## config.mk

```make
export PLATFORM = sky130hd
export DESIGN_NAME = store_write_buffer_flat
export DESIGN_NICKNAME = d
export VERILOG_FILES = /design/src/rtl/store_write_buffer_if.sv /design/src/rtl/store_write_buffer.sv /design/src/flat_wrapper.sv
export SDC_FILE = /design/constraint.sdc
export NUM_CORES = 1
export LEC_CHECK = 0
export BUFFER_PORTS_ARGS = -buffer_cell sky130_fd_sc_hd__buf_2
export CAP_MARGIN = 20
export CELL_PAD_IN_SITES_DETAIL_PLACEMENT = 1
export CELL_PAD_IN_SITES_GLOBAL_PLACEMENT = 2
export CORE_MARGIN = 2
export CORE_UTILIZATION = 44
export CTS_BUF_LIST = sky130_fd_sc_hd__clkbuf_2 sky130_fd_sc_hd__clkbuf_4 sky130_fd_sc_hd__clkbuf_8
export DETAILED_ROUTE_END_ITERATION = 10
export PLACE_DENSITY = 0.85
export SYNTH_ARGS = -nofsm -noshare
export SYNTH_HDL_FRONTEND = slang
export SYNTH_SLANG_ARGS = --single-unit
```

## constraint.sdc

```tcl
create_clock -name clk -period 2.95 [get_ports clk]
set_input_delay 0.59 -clock clk [delete_from_list [all_inputs] [get_ports clk]]
set_output_delay 0.59 -clock clk [all_outputs]
set_load 0.02 [all_outputs]
```

## src/rtl/store_write_buffer_if.sv

```systemverilog
// store_write_buffer_if: pipeline store port and memory write port of the store write buffer.
interface store_write_buffer_if #(
    parameter int DEPTH = 4
);
    logic                     st_valid;
    logic                     st_ready;
    logic [1:0]               st_type;
    logic [31:0]              st_addr;
    logic [31:0]              st_data;
    logic                     st_exc;
    logic                     mem_req;
    logic                     mem_ack;
    logic [31:0]              mem_addr;
    logic [31:0]              mem_wdata;
    logic [3:0]               mem_byteen;
    logic [$clog2(DEPTH):0]   count;

    modport master (
        output st_valid, st_type, st_addr, st_data, mem_ack,
        input  st_ready, st_exc, mem_req, mem_addr, mem_wdata, mem_byteen, count
    );

    modport slave (
        input  st_valid, st_type, st_addr, st_data, mem_ack,
        output st_ready, st_exc, mem_req, mem_addr, mem_wdata, mem_byteen, count
    );
endinterface

```

## src/rtl/store_write_buffer.sv

```systemverilog
// store_write_buffer: in-order store FIFO that turns sb/sh/sw requests into
// word-aligned memory writes with byte enables and flags misaligned stores.
module store_write_buffer #(
    parameter int DEPTH = 4
) (
    input logic                 clk,
    input logic                 rst_n,
    store_write_buffer_if.slave bus
);
    localparam int AW = $clog2(DEPTH);

    logic [31:0]   addr_q [DEPTH];
    logic [31:0]   data_q [DEPTH];
    logic [3:0]    be_q   [DEPTH];
    logic [AW-1:0] wr_q, wr_d, rd_q, rd_d;
    logic [AW:0]   cnt_q, cnt_d;
    logic          exc_q, exc_d;
    logic          hs, mis, enq, deq;
    logic [3:0]    be_new;
    logic [31:0]   data_new;

    assign bus.st_ready   = cnt_q < (AW+1)'(DEPTH);
    assign bus.mem_req    = cnt_q != '0;
    assign bus.mem_addr   = addr_q[rd_q];
    assign bus.mem_wdata  = data_q[rd_q];
    assign bus.mem_byteen = be_q[rd_q];
    assign bus.count      = cnt_q;
    assign bus.st_exc     = exc_q;

    always_comb begin
        hs       = bus.st_valid && bus.st_ready;
        mis      = bus.st_type == 2'b10 ? bus.st_addr[0] :
                   bus.st_type == 2'b11 ? |bus.st_addr[1:0] : 1'b0;
        enq      = hs && bus.st_type != 2'b00 && !mis;
        deq      = bus.mem_req && bus.mem_ack;
        be_new   = bus.st_type == 2'b01 ? 4'b0001 << bus.st_addr[1:0] :
                   bus.st_type == 2'b10 ? (bus.st_addr[1] ? 4'b1100 : 4'b0011) : 4'b1111;
        data_new = bus.st_type == 2'b01 ? {4{bus.st_data[7:0]}} :
                   bus.st_type == 2'b10 ? {2{bus.st_data[15:0]}} : bus.st_data;
        wr_d     = enq ? wr_q + 1'b1 : wr_q;
        rd_d     = deq ? rd_q + 1'b1 : rd_q;
        cnt_d    = cnt_q + (AW+1)'(enq) - (AW+1)'(deq);
        exc_d    = hs && mis;
    end

    // Entries are cleared on reset so the idle memory port reads back as zero.
    always_ff @(posedge clk or negedge rst_n) begin
        if (!rst_n) begin
            wr_q  <= '0;
            rd_q  <= '0;
            cnt_q <= '0;
            exc_q <= 1'b0;
            for (int i = 0; i < DEPTH; i++) begin
                addr_q[i] <= '0;
                data_q[i] <= '0;
                be_q[i]   <= '0;
            end
        end else begin
            wr_q  <= wr_d;
            rd_q  <= rd_d;
            cnt_q <= cnt_d;
            exc_q <= exc_d;
            if (enq) begin
                addr_q[wr_q] <= {bus.st_addr[31:2], 2'b00};
                data_q[wr_q] <= data_new;
                be_q[wr_q]   <= be_new;
            end
        end
    end
endmodule

```

## src/flat_wrapper.sv

```systemverilog
// flat-port wrapper written by rule: the top's interface ports become plain ports
module store_write_buffer_flat 
#(
    parameter int DEPTH = 4
)
  (clk, rst_n, bus_st_valid, bus_st_type, bus_st_addr, bus_st_data, bus_mem_ack, bus_st_ready, bus_st_exc, bus_mem_req, bus_mem_addr, bus_mem_wdata, bus_mem_byteen, bus_count);
  store_write_buffer_if #(.DEPTH(DEPTH)) bus_i ();
  input logic clk;
  input logic rst_n;
  input wire logic [$bits(bus_i.st_valid)-1:0] bus_st_valid;
  input wire logic [$bits(bus_i.st_type)-1:0] bus_st_type;
  input wire logic [$bits(bus_i.st_addr)-1:0] bus_st_addr;
  input wire logic [$bits(bus_i.st_data)-1:0] bus_st_data;
  input wire logic [$bits(bus_i.mem_ack)-1:0] bus_mem_ack;
  output wire logic [$bits(bus_i.st_ready)-1:0] bus_st_ready;
  output wire logic [$bits(bus_i.st_exc)-1:0] bus_st_exc;
  output wire logic [$bits(bus_i.mem_req)-1:0] bus_mem_req;
  output wire logic [$bits(bus_i.mem_addr)-1:0] bus_mem_addr;
  output wire logic [$bits(bus_i.mem_wdata)-1:0] bus_mem_wdata;
  output wire logic [$bits(bus_i.mem_byteen)-1:0] bus_mem_byteen;
  output wire logic [$bits(bus_i.count)-1:0] bus_count;
  assign bus_i.st_valid = bus_st_valid;
  assign bus_i.st_type = bus_st_type;
  assign bus_i.st_addr = bus_st_addr;
  assign bus_i.st_data = bus_st_data;
  assign bus_i.mem_ack = bus_mem_ack;
  assign bus_st_ready = bus_i.st_ready;
  assign bus_st_exc = bus_i.st_exc;
  assign bus_mem_req = bus_i.mem_req;
  assign bus_mem_addr = bus_i.mem_addr;
  assign bus_mem_wdata = bus_i.mem_wdata;
  assign bus_mem_byteen = bus_i.mem_byteen;
  assign bus_count = bus_i.count;
  store_write_buffer #(.DEPTH(DEPTH)) u_core (.clk(clk), .rst_n(rst_n), .bus(bus_i));
endmodule
```

==> run metrics <==
# diodes=0; worst clock skew=28.12 ps; Synth top area share=54.97%; All-Layer GR Usage=between 20% and 30%; max-slew violations=0; die width=roughly 170 um; initial antenna violation count=1; RSZ-0062 raised after global routing=no; Vias/cell=5.409; nets=about 1,000; first-pass GRT wire length=~46 mm; worst skew pair latency=570 ps; Final Non-Filler Cells=1,320; Startpoint Class=flip-flop; Worst Setup Path Type=flip-flop to output port; Peak VDD IR=between 0.5 and 0.6 mV; Post-synth EDFFs=0; YS warnings=0; routed len/inst=21.77 um; Seq/Total Area, Yosys=54.97%; Critical-path top delay cell=dfrtp_4; fin crit period=around 2800 ps; layout cells sized above 1=between 40% and 50%; critical path, cell by cell=buf_4 > mux4_2 > buf_2; Num CTS Buffers=48; outcome=finished clean; detailed-route via count=7,140; Port Buffers=between 100 and 150; H-tree depth reported by CTS=2; largest net degree at the start of global routing=82; Tcrit/Tclk final=94.21%; Max stage delay on crit path=800 ps; initial drt markers=248; post-synth top area cell=dfrtp_1; f_max=359.8 MHz; setup TNS=0 ps; final wirelength=28.74 mm; first-pass iteration count of the detailed router=4; Routed Antenna Nets=0; die area=~30,000 um2; WP data required=between 2000 and 2500 ps; CTS tree=yes; placed insts=1,241; number of fill cells=2,698; Post-synth top cells=dfrtp_1, mux2_1, mux2_2, mux4_2, buf_2; Clock Tree Root=clkbuf_8; Netlist cell types=29; top area cells in the synthesized netlist=dfrtp_1, mux2_1, mux4_2; HP Class=input port to flip-flop; Die Height=171.8 um; WP data arrival=2190 ps; register area=6814 um2; Max Cap Viol=0; final hold violation count=0; Static Leak=between 6 and 7 nW; Rows=61; area of the multi-input gates=~5200 um2; I/O pins=between 100 and 150; Synth Register Bits=about 270; worst reg2reg path depth=8; # clock sinks=272; Max Fanout on Critical Path=32; CP top delay family=flip-flops; CP Buf/Inv Count=2; synthesized area=12,380 um2; # DRC=0; Synth Instances=between 700 and 800; Worst Hold Depth=2; core area=27,780 um2; GRT overflow=0; vias in the first global route=8,143; cell count along the critical path=3; Starting Density=between 40 and 50%; Reg clk slew, reported paths=60 ps; Synth async-reset ratio=100.0%; # setup viols final=0; DPL Wire Length=18.30 mm; Avg Synthesized Cell Area=around 16 um2; power per cell area=1152 nW/um2; final RePlAce weighted congestion=0.7238; count leader, synth=dfrtp_1; slew margin rel.=60.80%; Slew @ Worst Pin=588.0 ps; Critical Path End Type=output port; Synth Flop Type=dfrtp_1; Syn-to-layout area delta=17.31%; CTS Buffer Depth=3
stage by stage:
stage	setup slack [ps]	hold WS (ps)	cell area, um2	utilization, %	total power, W
floorplan	514.0	294.4	12390	-	0.01108
detailed placement	208.5	471.2	13540	48.74	0.01336
finish	170.8	291.8	14530	52.29	0.01673
CTS	104.9	263.2	14530	52.29	0.01697
global route	78.50	270.5	14530	52.29	0.01776
global placement	333.2	461.6	13540	48.74	0.01306
cell type report:
class | count | share of cell area (%)
Clock buffer | 68 | 5.969
Clock inverter | 8 | 0.5513
Inverter | 7 | 0.1809
Multi-Input combinational cell | 422 | 35.92
Sequential cell | 272 | 46.91
Tap cell | 378 | 3.256
Timing Repair Buffer | 165 | 7.218
path summary, 6_finish.rpt:
check | startpoint | endpoint | slack (ps)
worst min register to register | u_core.addr_q[62] | u_core.addr_q[62] | 480
min in group asynchronous | rst_n | u_core.data_q[74] | 560
worst max-delay path | u_core.rd_q[1] | bus_mem_addr[7] | 170
max in group asynchronous | rst_n | u_core.data_q[59] | 1520
worst max register to register | u_core.bus.count[1] | u_core.bus.count[2] | 510
worst min-delay path | bus_st_addr[8] | u_core.addr_q[8] | 290
flip-flops by register name, indices dropped and copies added (netlist names):
name and cells:
u_core.wr_q 2, u_core.be_q 16, u_core.rd_q 2, u_core.addr_q 120
u_core.data_q 128, u_core.bus.st_exc 1, u_core.bus.count 3
kinds of logic after synthesis:
logic type                 Yosys count  synth area share (%)
AOI/OAI and AO/OA                   23                 1.223
xor gates and xnor gates             5                0.3536
adders and majority gates            7                0.7679
buffers and inverters               59                 3.173
DFF                                272                 54.97
muxes                              355                 38.20
other                                1               0.03028
and+or+nand+nor                     30                 1.283
metal layers:
metal	global-route usage (%)	wire, um	up-vias
li1	-	-	3110
met1	25.79	12270	3822
met5	0	13	-
met3	5.683	1783	46
met4	4.567	427	2
met2	34.42	14240	160
cells in the final DEF (no fill, tap or decap), types with 2 or more instances in the layout:
| cell | count |
|---|---|
| inv_8 | 2 |
| conb_1 | 2 |
| nand2b_1 | 2 |
| mux2i_1 | 8 |
| a21oi_1 | 12 |
| nor2b_1 | 12 |
| buf_4 | 11 |
| clkbuf_4 | 11 |
| inv_1 | 7 |
| xnor2_1 | 4 |
| a211oi_1 | 8 |
| mux2_1 | 160 |
| clkinv_2 | 4 |
| ha_1 | 6 |
| mux2_2 | 121 |
| buf_2 | 140 |
| clkbuf_8 | 57 |
| mux4_2 | 66 |
| dfrtp_4 | 2 |
| nor2_4 | 4 |
| nand2_1 | 7 |
| buf_12 | 12 |
| dfrtp_1 | 270 |
repair_timing:
item                                   4_1_cts  5_1_grt
gates resized for setup                      0        0
hold buffers                                 1        0
endpoints found under the hold margin       49        0
setup endpoints to repair                    1        0
setup buffers                                2        0
power by group:
group | switching [W] | total (W) | internal (W)
sequential | 0.00103 | 0.00658 | 0.00555
clock | 0.00153 | 0.00350 | 0.00197
combinational | 0.00323 | 0.00665 | 0.00342
total | 0.00579 | 0.0167 | 0.0109
No activity file was read; power rests on OpenSTA's default activity.
